File: config.mk
export PLATFORM = sky130hd
export DESIGN_NAME = freq_meter
export DESIGN_NICKNAME = d
export VERILOG_FILES = /design/src/rtl/freq_meter_pkg.sv /design/src/rtl/edge_sync.sv /design/src/rtl/freq_meter.sv
export SDC_FILE = /design/constraint.sdc
export NUM_CORES = 1
export LEC_CHECK = 0
export CAP_MARGIN = 5
export CORE_ASPECT_RATIO = 0.9
export CORE_MARGIN = 1
export CORE_UTILIZATION = 31
export DETAILED_ROUTE_END_ITERATION = 6
export PLACE_DENSITY_LB_ADDON = 0.08
export SYNTH_ARGS = -nofsm -noshare
export SYNTH_HDL_FRONTEND = slang
export SYNTH_SLANG_ARGS = --single-unit
File: constraint.sdc
create_clock -name clk_in -period 2.8 [get_ports clk_in]
set_input_delay 0.56 -clock clk_in [delete_from_list [all_inputs] [get_ports clk_in]]
set_output_delay 0.56 -clock clk_in [all_outputs]
set_load 0.03 [all_outputs]
File: src/rtl/freq_meter_pkg.sv
// rtl/freq_meter_pkg.sv - shared types and defaults for the frequency meter
// Contents: FSM state encoding and default parameter values.
package freq_meter_pkg;

    localparam int GATE_CYCLES_DEF = 50000;
    localparam int CNT_W_DEF       = 16;

    typedef enum logic [1:0] {
        ST_IDLE = 2'd0,
        ST_ARM  = 2'd1,
        ST_GATE = 2'd2
    } fm_state_e;

endpackage

File: src/rtl/edge_sync.sv
// rtl/edge_sync.sv - two-flop synchronizer with registered rising-edge tick
// Ports:
//   clk_in  - sampling clock
//   rst_n   - asynchronous active-low reset
//   async_i - asynchronous level input (signal, push-button, ...)
//   tick_o  - one-cycle pulse per synchronized rising edge, 3 cycles after the rise
module edge_sync (
    input  logic clk_in,
    input  logic rst_n,
    input  logic async_i,
    output logic tick_o
);

    logic sync1_q;
    logic sync2_q;
    logic prev_q;
    logic tick_q;

    always_ff @(posedge clk_in or negedge rst_n) begin
        if (!rst_n) begin
            sync1_q <= 1'b0;
            sync2_q <= 1'b0;
            prev_q  <= 1'b0;
            tick_q  <= 1'b0;
        end else begin
            sync1_q <= async_i;
            sync2_q <= sync1_q;
            prev_q  <= sync2_q;
            tick_q  <= sync2_q & ~prev_q;
        end
    end

    assign tick_o = tick_q;

endmodule

File: src/rtl/freq_meter.sv
// rtl/freq_meter.sv - counts rising edges of an async signal over a fixed gate window
// Ports:
//   clk_in    - system clock
//   rst_n     - asynchronous active-low reset
//   sig_in    - signal being measured, asynchronous to clk_in
//   meas_en   - level enable; high runs back-to-back windows
//   sig_tick  - one-cycle pulse per synchronized rising edge of sig_in
//   count_out - edge count of the last completed window, held between windows
//   valid     - one-cycle strobe when count_out updates
//   overflow  - last completed window saturated the edge counter
module freq_meter
    import freq_meter_pkg::*;
#(
    parameter int GATE_CYCLES = GATE_CYCLES_DEF,
    parameter int CNT_W       = CNT_W_DEF
) (
    input  logic             clk_in,
    input  logic             rst_n,
    input  logic             sig_in,
    input  logic             meas_en,
    output logic             sig_tick,
    output logic [CNT_W-1:0] count_out,
    output logic             valid,
    output logic             overflow
);

    localparam int              GW        = (GATE_CYCLES > 1) ? $clog2(GATE_CYCLES) : 1;
    localparam logic [GW-1:0]   GATE_LAST = GW'(GATE_CYCLES - 1);
    localparam logic [CNT_W-1:0] CNT_MAX  = '1;

    logic tick;

    fm_state_e         state_q, state_d;
    logic [GW-1:0]     gate_q,  gate_d;
    logic [CNT_W-1:0]  edge_q,  edge_d;
    logic              sat_q,   sat_d;
    logic [CNT_W-1:0]  count_q, count_d;
    logic              ovf_q,   ovf_d;
    logic              valid_q, valid_d;

    // Edge counter value including this cycle's tick, saturating at CNT_MAX.
    logic [CNT_W-1:0]  edge_inc;
    logic              sat_inc;

    edge_sync u_edge_sync (
        .clk_in  (clk_in),
        .rst_n   (rst_n),
        .async_i (sig_in),
        .tick_o  (tick)
    );

    always_comb begin
        edge_inc = edge_q;
        sat_inc  = sat_q;
        if (tick) begin
            if (edge_q == CNT_MAX) begin
                sat_inc = 1'b1;
            end else begin
                edge_inc = edge_q + 1'b1;
            end
        end
    end

    always_comb begin
        state_d = state_q;
        gate_d  = gate_q;
        edge_d  = edge_q;
        sat_d   = sat_q;
        count_d = count_q;
        ovf_d   = ovf_q;
        valid_d = 1'b0;
        case (state_q)
            ST_IDLE: begin
                gate_d = '0;
                edge_d = '0;
                sat_d  = 1'b0;
                if (meas_en) begin
                    state_d = ST_ARM;
                end
            end
            ST_ARM: begin
                gate_d  = '0;
                edge_d  = '0;
                sat_d   = 1'b0;
                state_d = ST_GATE;
            end
            ST_GATE: begin
                if (!meas_en) begin
                    // Abort: results of the partial window are discarded.
                    state_d = ST_IDLE;
                    gate_d  = '0;
                    edge_d  = '0;
                    sat_d   = 1'b0;
                end else if (gate_q == GATE_LAST) begin
                    // Last cycle's tick belongs to the ending window; the new
                    // window starts from 0 on the next cycle with no dead time.
                    gate_d  = '0;
                    edge_d  = '0;
                    sat_d   = 1'b0;
                    count_d = edge_inc;
                    ovf_d   = sat_inc;
                    valid_d = 1'b1;
                end else begin
                    gate_d = gate_q + 1'b1;
                    edge_d = edge_inc;
                    sat_d  = sat_inc;
                end
            end
            default: begin
                state_d = ST_IDLE;
            end
        endcase
    end

    always_ff @(posedge clk_in or negedge rst_n) begin
        if (!rst_n) begin
            state_q <= ST_IDLE;
            gate_q  <= '0;
            edge_q  <= '0;
            sat_q   <= 1'b0;
            count_q <= '0;
            ovf_q   <= 1'b0;
            valid_q <= 1'b0;
        end else begin
            state_q <= state_d;
            gate_q  <= gate_d;
            edge_q  <= edge_d;
            sat_q   <= sat_d;
            count_q <= count_d;
            ovf_q   <= ovf_d;
            valid_q <= valid_d;
        end
    end

    assign sig_tick  = tick;
    assign count_out = count_q;
    assign valid     = valid_q;
    assign overflow  = ovf_q;

endmodule

* After elaboration in Yosys (flattened, before gate mapping)
Cells that the tools add are included. W data, S select, Z words.
Storage, ports and cells: register bits after elaboration 57, word-level logic and storage cells 45, output and inout bits 19
Cells by class: add/subtract/negate cells 2, reductions and logical operators 5, equal/unequal tests 6, mux-type cells 19, bitwise gates (word level) 2
Operators by type and width (number):
- $mux W16 | 6
- $pmux W16 S2 | 2
- $add A16 B1 Y16 const B | 2
- $eq A16 B16 Y1 const B | 2
- $mux W1 | 7
- $pmux W2 S3 | 1
- $mux W2 | 2
- $ne A2 B2 Y1 const B | 2
- $reduce_and A3 Y1 | 1
- $eq A2 B1 Y1 const B | 1
- $eq A2 B2 Y1 const B | 1
- $logic_not A2 Y1 | 1
- $pmux W1 S2 | 1
- $reduce_and A2 Y1 | 1
- $reduce_bool A2 Y1 | 1
- $reduce_or A2 Y1 | 1
- $and A1 B1 Y1 | 1
- $not A1 Y1 | 1

* Logic depth before layout (Yosys ltp)
Gate-level depths: netlist of the first run.
word-level depth 6, gate-level depth with buffers 8

* Modules after synthesis
A second synthesis of the first run with hierarchy kept.
Unflattened totals: cells, all modules 296, area, all modules 2944.1 µm²
By module, submodules not included:
- freq_meter | cells an instance 291, instances 1, area each 2830.2 µm²
- edge_sync | cells an instance 5, instances 1, area each 113.9 µm²

* Worst setup path after synthesis of the first run
No wires, ideal clock.
kind register to register, from register gate_q[4], to register count_q[8] (netlist: count_out[8]), data required time 2.675 ns, data arrival time 1.880 ns, setup time 0.125 ns, period minus slack after synthesis 2.004 ns, path slack 0.796 ns, cell stages (with the launch flop) 6, path through dfrtp_1 or4b_1 nor4_2 and2_1 buf_4 mux2_2
On the way: longest elaborated chain between the ends 2
RTL lines:
- start: declaration | line freq_meter.sv:34 | logic [GW-1:0] gate_q, gate_d;
- start signal: assignment | line freq_meter.sv:126 | gate_q <= gate_d;
- $eq A16 B16 Y1 | line freq_meter.sv:94 | end else if (gate_q == GATE_LAST) begin
- $reduce_and A3 Y1 (no line)
- end signal: assignment | line freq_meter.sv:129 | count_q <= count_d;
- end: declaration | line freq_meter.sv:37 | logic [CNT_W-1:0] count_q, count_d;
No other way between the ends. A chain may end at the register's enable or synchronous reset.

* Worst setup path after layout of the first run
from register gate_q[11], to register count_q[8] (netlist: count_out[8])
The elaborated chain is that of the path after synthesis.

==> metrics.txt, run 1 <==
# TYPE chip_impl_metric gauge
chip_impl_info{name="outcome",value="finished, final reports clean"} 1
chip_impl_metric{name="vias_in_the_first_global_route",unit=""} 2193
chip_impl_metric{name="initialDrtViolationCount",unit=""} 86
chip_impl_info{name="critPathCaptureType",value="flop"} 1
chip_impl_metric{name="clock.fmax",unit="GHz"} 0.4251
chip_impl_metric{name="synth.yosys.warnings",unit=""} 0
chip_impl_metric{name="totalNegativeSetupSlack",unit="ps"} 0
chip_impl_metric{name="powerDensity",unit="mW/mm2"} 512.7
chip_impl_metric{name="synth.yosys.seq_area_share",unit=""} 0.4837
chip_impl_metric{name="postPlaceCellArea",unit="mm2"} 0.003299
chip_impl_metric{name="syn-instance-count",unit=""} 302
chip_impl_metric{name="clock_path_buffers",unit=""} 2
chip_impl_metric{name="core.rowCount",unit=""} 33
chip_impl_metric{name="cap_viol_max_count",unit=""} 0
chip_impl_info{name="rr_startpoint",value="gate_q[11]"} 1
chip_impl_info{name="synth-main-ff-cell",value="dfrtp_1"} 1
chip_impl_metric{name="final_period_minus_worst_setup_slack",unit="ps"} 2352
chip_impl_info{name="launch_point_of_the_critical_path",value="gate_q[11]"} 1
chip_impl_info{name="crit_path_top_delay_cell",value="or4b_4"} 1
chip_impl_metric{name="die_area",unit="mm2"} 0.009908
chip_impl_metric{name="tritoncts_num_sinks",unit=""} 57
chip_impl_metric{name="grt_pass1_wl",unit="mm"} 11.18
chip_impl_metric{name="post_synth_arst_share",unit=""} 1.000
chip_impl_metric{name="route.antenna.remaining_nets",unit=""} 0
chip_impl_metric{name="mappedNetlistArea",unit="mm2"} 0.002949
chip_impl_metric{name="route.vias.total",unit=""} 2255
chip_impl_metric{name="worstSkewPairLatency",unit="ps"} 340
chip_impl_metric{name="die_y",unit="um"} 94.53
chip_impl_metric{name="finalWeightedCongestion",unit=""} 0.7426
chip_impl_metric{name="layout.filler_cells",unit=""} 947
chip_impl_metric{name="globalRouteOverflowTotal",unit=""} 0
chip_impl_info{name="synth.most_common_cell",value="dfrtp_1"} 1
chip_impl_metric{name="total_number_of_nets_in_the_final_design",unit=""} 335
chip_impl_metric{name="mappedNetlistNets",unit=""} 308
chip_impl_metric{name="grt_use_total",unit=""} 0.1486
chip_impl_info{name="synth_common_cells",value="57 x dfrtp_1, 31 x nor2_1, 27 x nand2_1"} 1
chip_impl_metric{name="avgSynthCellArea",unit="um2"} 9.765
chip_impl_metric{name="resized_after_cts",unit=""} 0
chip_impl_metric{name="whs",unit="ps"} 216.5
chip_impl_metric{name="total_length_of_routed_wires",unit="mm"} 6.561
chip_impl_metric{name="grt_max_degree",unit=""} 58
chip_impl_metric{name="buffers_inserted_during_post_cts_setup_optimization",unit=""} 0
chip_impl_info{name="synth_largest_area_cell",value="dfrtp_1"} 1
chip_impl_metric{name="yosys.area.top_type_share",unit=""} 0.4837
chip_impl_metric{name="grt_antenna_before_repair",unit=""} 0
chip_impl_metric{name="synth-edff-count",unit=""} 0
chip_impl_metric{name="worst-r2r-cell-count",unit=""} 5
chip_impl_metric{name="dp_hpwl",unit="mm"} 4.352
chip_impl_metric{name="worst_endpoint_required_time",unit="ps"} 3020
chip_impl_metric{name="synthDistinctLibCells",unit=""} 44
chip_impl_metric{name="hold_violations",unit=""} 0
chip_impl_info{name="crit_chain",value="or4b_4, nor4_2, and2_1, buf_4, mux2_2"} 1
chip_impl_metric{name="remaining_drc_errors",unit=""} 0
chip_impl_info{name="kind_of_cell_adding_the_most_delay_to_the_critical_path",value="simple AND/OR/NAND/NOR gates"} 1
chip_impl_info{name="min-delay-path-class",value="in2async"} 1
chip_impl_metric{name="maxSlewHeadroom",unit=""} 0.5884
chip_impl_metric{name="drt_pre_antenna_iters",unit=""} 4
chip_impl_metric{name="dpl_worst_slack",unit="ps"} 457.4
chip_impl_metric{name="wire_per_inst",unit="um"} 14.39
chip_impl_metric{name="area_taken_by_multi_input_logic_gates",unit="mm2"} 0.001384
chip_impl_metric{name="register_area",unit="mm2"} 0.001426
chip_impl_info{name="cts_root_buffer",value="clkbuf_8"} 1
chip_impl_metric{name="critPathBufInv",unit=""} 1
chip_impl_metric{name="core_region",unit="mm2"} 0.009166
chip_impl_metric{name="area_growth",unit="%"} 17.14
chip_impl_metric{name="clkSlewWorstSetupHoldPaths",unit="ps"} 70
chip_impl_metric{name="timing.critical_path.slowest_cell_delay",unit="ps"} 600
chip_impl_metric{name="worst-endpoint-arrival",unit="ps"} 2580
chip_impl_metric{name="critical_path_cell_count",unit=""} 5
chip_impl_metric{name="proportion_of_layout_cells_with_a_drive_suffix_above_1",unit=""} 0.1347
chip_impl_info{name="rsz_0062_raised_after_global_routing",value="false"} 1
chip_impl_metric{name="vias_per_cell",unit=""} 4.945
chip_impl_metric{name="portbufs",unit=""} 22
chip_impl_metric{name="cts_htree_levels",unit=""} 3
chip_impl_metric{name="power.static_leakage",unit="nW"} 1.429
chip_impl_metric{name="floorplan.die.width",unit="um"} 104.8
chip_impl_info{name="cts_tree",value="yes"} 1
chip_impl_metric{name="final.period_utilization",unit=""} 0.8400
chip_impl_metric{name="timing_worst_slew_pin_value",unit="ps"} 609.7
chip_impl_metric{name="regToRegSetupSlack",unit="ps"} 450
chip_impl_info{name="critical_path.startpoint_type",value="flop"} 1
chip_impl_info{name="criticalPathCategory",value="reg2reg"} 1
chip_impl_metric{name="numCtsBuffers",unit=""} 9
chip_impl_metric{name="initial_core_util",unit=""} 0.3217
chip_impl_metric{name="final-setup-viol-count",unit=""} 0
chip_impl_metric{name="layout_setup_ws",unit="ps"} 447.9
chip_impl_metric{name="slew_violations",unit=""} 0
chip_impl_info{name="ys_top_cells_by_area",value="dfrtp_1 48%, nor2_1 3.9%, nand2_1 3.4%"} 1
chip_impl_metric{name="antennaDiodeCount",unit=""} 0
chip_impl_metric{name="postSynthRegisterBits",unit=""} 57
chip_impl_metric{name="clock_skew",unit="ps"} 8.632
chip_impl_metric{name="cts.hold.buffers_added",unit=""} 0
chip_impl_metric{name="final_design_area_no_fill",unit="mm2"} 0.003455
chip_impl_metric{name="critical_path.max_fanout",unit=""} 13
chip_impl_metric{name="ios",unit=""} 23
chip_impl_metric{name="vdd.ir_drop.worst",unit="mV"} 0.2032
==> registers in the layout, summed over array words and instances, names as in the netlist <==
register,cells
gate_q,16
count_out,16
u_edge_sync.sync2_q,1
u_edge_sync.prev_q,1
edge_q,16
sat_q,1
u_edge_sync.sync1_q,1
overflow,1
u_edge_sync.tick_o,1
valid,1
state_q,2
==> kinds of logic after synthesis <==
family | Yosys count | share of synthesized area
AND/OR/NAND/NOR | 119 | 0.2096
multiplexers | 4 | 0.01485
adder cells (fa/ha/maj) | 2 | 0.008484
XOR/XNOR | 18 | 0.05346
buffers and inverters | 24 | 0.04709
flip-flops | 57 | 0.4837
AO/OA/AOI/OAI | 78 | 0.1829
==> path summary, 6_finish.rpt <==
path / end
setup / recovery: count_out[8]
hold / removal: gate_q[6]
setup reg to reg: count_out[8]
hold reg to reg: u_edge_sync.sync2_q
max in group asynchronous: edge_q[2]
min in group clk_in: u_edge_sync.sync2_q
==> metal layers <==
metal | global-route usage | wire length, um | up-vias
met2 | 0.2219 | 2793 | 35
met3 | 0.05038 | 209 | 6
met1 | 0.2030 | 3479 | 1077
li1 | - | - | 1137
met5 | 0 | 0 | -
met4 | 0.04577 | 78 | 0
==> final cells by class <==
cell class,instances,share of cell area
Clock inverter,4,0.005795
Inverter,7,0.007606
Tap cell,122,0.04419
Multi-Input combinational cell,221,0.4006
Clock buffer,12,0.03912
Sequential cell,57,0.4129
Timing Repair Buffer,33,0.08982
==> power breakdown <==
| part | total (mW) | switching, mW | internal [mW] |
|---|---|---|---|
| Combinational | 0.250 | 0.163 | 0.0866 |
| Clock | 0.648 | 0.333 | 0.315 |
| Sequential | 0.873 | 0.0284 | 0.845 |
| Total | 1.77 | 0.525 | 1.25 |
==> placed cells by master (no fill, tap or decap), types with 3 or more instances in the layout <==
cell and n:
a31oi_1 13, a41oi_1 3, nor2b_1 5, o21ai_0 19, xnor2_1 11, a22o_1 4, clkbuf_1 3, nor3_1 6
clkbuf_8 9, nand2_1 27, mux2_2 3, nor2_2 3, dfrtp_1 57, buf_4 10, and4_1 5, nor2_1 31
and2_1 5, a21o_1 4, clkinv_2 4, nand3_1 14, a21oi_2 8, o31ai_1 3, nand4_1 7, clkdlybuf4s50_1 21
o21ai_1 4, and3_1 5, a21oi_1 10, xor2_1 7, inv_1 7
==> stage by stage <==
| stage | utilization | total power [mW] | instances |
|---|---|---|---|
| global placement | 0.3600 | 1.137 | 440 |
| CTS | 0.3769 | 1.801 | 456 |
| floorplan | - | 1.058 | 302 |
| detailed placement | 0.3600 | 1.140 | 440 |
| global route | 0.3769 | 1.876 | 456 |
| finish | 0.3769 | 1.771 | 456 |
No activity file was read; power rests on OpenSTA's default activity.
==> inputs of run 2 (changes only) <==
- clock period: 2.8 -> 1.95 ns (I/O delays scaled with it)
==> metrics.txt, run 2 (synthesis gave the netlist of run 1 again) <==
# TYPE chip_impl_metric gauge
chip_impl_metric{name="maxSlewHeadroom",unit=""} 0.7678
chip_impl_metric{name="total_number_of_nets_in_the_final_design",unit=""} 384
chip_impl_metric{name="route.vias.total",unit=""} 2486
chip_impl_metric{name="cap_viol_max_count",unit=""} 0
chip_impl_info{name="cts_root_buffer",value="clkbuf_8"} 1
chip_impl_metric{name="proportion_of_layout_cells_with_a_drive_suffix_above_1",unit=""} 0.2932
chip_impl_metric{name="clock.fmax",unit="GHz"} 0.4829
chip_impl_metric{name="final-setup-viol-count",unit=""} 22
chip_impl_metric{name="area_growth",unit="%"} 38.14
chip_impl_info{name="rsz_0062_raised_after_global_routing",value="true"} 1
chip_impl_metric{name="hold_violations",unit=""} 0
chip_impl_metric{name="worstSkewPairLatency",unit="ps"} 340
chip_impl_info{name="outcome",value="complete, but fails checks"} 1
chip_impl_metric{name="worst-endpoint-arrival",unit="ps"} 2290
chip_impl_metric{name="total_length_of_routed_wires",unit="mm"} 7.398
chip_impl_metric{name="timing_worst_slew_pin_value",unit="ps"} 342.8
chip_impl_info{name="min-delay-path-class",value="reg2reg"} 1
chip_impl_metric{name="remaining_drc_errors",unit=""} 0
chip_impl_metric{name="grt_max_degree",unit=""} 39
chip_impl_metric{name="antennaDiodeCount",unit=""} 0
chip_impl_metric{name="clkSlewWorstSetupHoldPaths",unit="ps"} 60
chip_impl_metric{name="vdd.ir_drop.worst",unit="mV"} 0.3459
chip_impl_metric{name="layout_setup_ws",unit="ps"} -120.6
chip_impl_info{name="mostFrequentLayoutCells",value="57 x dfrtp_1, 45 x buf_4, 26 x nand2_1"} 1
chip_impl_metric{name="vias_in_the_first_global_route",unit=""} 2499
chip_impl_metric{name="drt_pre_antenna_iters",unit=""} 4
chip_impl_metric{name="initial_core_util",unit=""} 0.3217
chip_impl_metric{name="die_area",unit="mm2"} 0.009908
chip_impl_metric{name="floorplan.die.width",unit="um"} 104.8
chip_impl_info{name="cts_tree",value="yes"} 1
chip_impl_metric{name="final_period_minus_worst_setup_slack",unit="ps"} 2071
chip_impl_info{name="critical_path.startpoint_type",value="flop"} 1
chip_impl_metric{name="dp_hpwl",unit="mm"} 5.120
chip_impl_info{name="critPathCaptureType",value="flop"} 1
chip_impl_metric{name="final.period_utilization",unit=""} 1.062
chip_impl_metric{name="finalWeightedCongestion",unit=""} 0.7545
chip_impl_metric{name="grt_pass1_wl",unit="mm"} 12.46
chip_impl_metric{name="power.static_leakage",unit="nW"} 1.767
chip_impl_metric{name="wire_per_inst",unit="um"} 14.68
chip_impl_metric{name="ios",unit=""} 23
chip_impl_metric{name="powerDensity",unit="mW/mm2"} 663.9
chip_impl_metric{name="totalNegativeSetupSlack",unit="ps"} -1055
chip_impl_metric{name="clock_path_buffers",unit=""} 2
chip_impl_metric{name="post-layout-total-power",unit="mW"} 2.705
chip_impl_metric{name="worst_endpoint_required_time",unit="ps"} 2170
chip_impl_metric{name="core.rowCount",unit=""} 33
chip_impl_metric{name="grt_use_total",unit=""} 0.1648
chip_impl_metric{name="slew_violations",unit=""} 0
chip_impl_metric{name="initialDrtViolationCount",unit=""} 104
chip_impl_metric{name="vias_per_cell",unit=""} 4.933
chip_impl_metric{name="numCtsBuffers",unit=""} 9
chip_impl_metric{name="core_region",unit="mm2"} 0.009166
chip_impl_metric{name="cts_htree_levels",unit=""} 3
chip_impl_metric{name="globalRouteOverflowTotal",unit=""} 0
chip_impl_metric{name="route.antenna.remaining_nets",unit=""} 0
chip_impl_metric{name="tritoncts_num_sinks",unit=""} 57
chip_impl_metric{name="grt_antenna_before_repair",unit=""} 0
chip_impl_metric{name="clock_skew",unit="ps"} 5.149
chip_impl_metric{name="die_y",unit="um"} 94.53
chip_impl_metric{name="critical_path.max_fanout",unit=""} 6
chip_impl_info{name="criticalPathCategory",value="reg2reg"} 1
chip_impl_info{name="violations_in_the_final_reports",value="negative setup slack"} 1
chip_impl_metric{name="portbufs",unit=""} 22
chip_impl_info{name="layout.cells.most_common",value="dfrtp_1"} 1
## run 2: changes by cell type in the layout (fill, tap and decap cells not counted), sizes merged
cell / previous run / this run
dlymetal6s2s: 0 / 1
dlygate4sd3: 0 / 1
clkinv: 4 / 0
clkdlybuf4s50: 21 / 20
clkbuf: 12 / 17
buf: 12 / 58
## run 2: final cells by class
type	instances	area [um2]
clock buffer	15	156.4
tap	122	152.6
sequential	57	1426
fill	929	5092
multi-input combinational	221	1514
timing repair buffer	82	798.3
inverter	7	26.28
## run 2: report_power, final
part / switching (mW) / total (mW) / internal [mW]
Sequential: 0.0328 / 1.25 / 1.21
Combinational: 0.286 / 0.510 / 0.224
Clock: 0.457 / 0.948 / 0.492
## run 2: worst max-delay path, stage by stage (launching register included)
cell and delay (ps):
dfrtp_1 380, or4b_4 580, buf_6 140, o41ai_4 360
buf_6 190, nor2_2 40, mux2_2 260
## run 2: worst paths after layout
check / cells after the start / slack, ps / endpoint / from
setup / recovery: 6 / -120 / edge_q[0] / gate_q[13]
hold / removal: 0 / 350 / u_edge_sync.sync2_q / u_edge_sync.sync1_q
setup reg to reg: 6 / -120 / edge_q[0] / gate_q[13]
hold reg to reg: 0 / 350 / u_edge_sync.sync2_q / u_edge_sync.sync1_q
max in group asynchronous: 3 / 1060 / edge_q[1] / rst_n
min in group asynchronous: 2 / 420 / count_out[15] / rst_n
## run 2: stage by stage
stage	std cells	setup slack [ps]	util	hold slack, ps	instance area (um2)
after detailed placement	481	-155.7	0.3971	248.8	3640
after global placement	481	-88.54	0.3971	247.5	3640
final	504	-120.6	0.4444	354.1	4074
after CTS	499	-112.9	0.4192	356.4	3842
after global routing	504	-179.3	0.4444	359.2	4074
after floorplan	302	13.71	-	94.41	2960
## run 2: routing by layer
metal  global-route usage  vias up  part of all wire
met2               0.2610       32              0.45
met4              0.08099        0             0.025
met3              0.04348       17             0.028
met1               0.2102     1205              0.49
met5                    0        -                 0
li1                     -     1232                 -
## run 2: repair_timing
item | CTS | global route
hold buffers | 1 | 0
pin swaps | 9 | 8
setup endpoints to repair | 40 | 49
cloned | 0 | 2
buffers inserted | 2 | 3
hold endpoints to repair | 5 | 0
resized for setup | 13 | 41
==> inputs of run 3 (changes only) <==
- SLEW_MARGIN: default -> 0
==> results of run 3 <==
The final DEF is identical to that of run 2; final timing and power are the same.
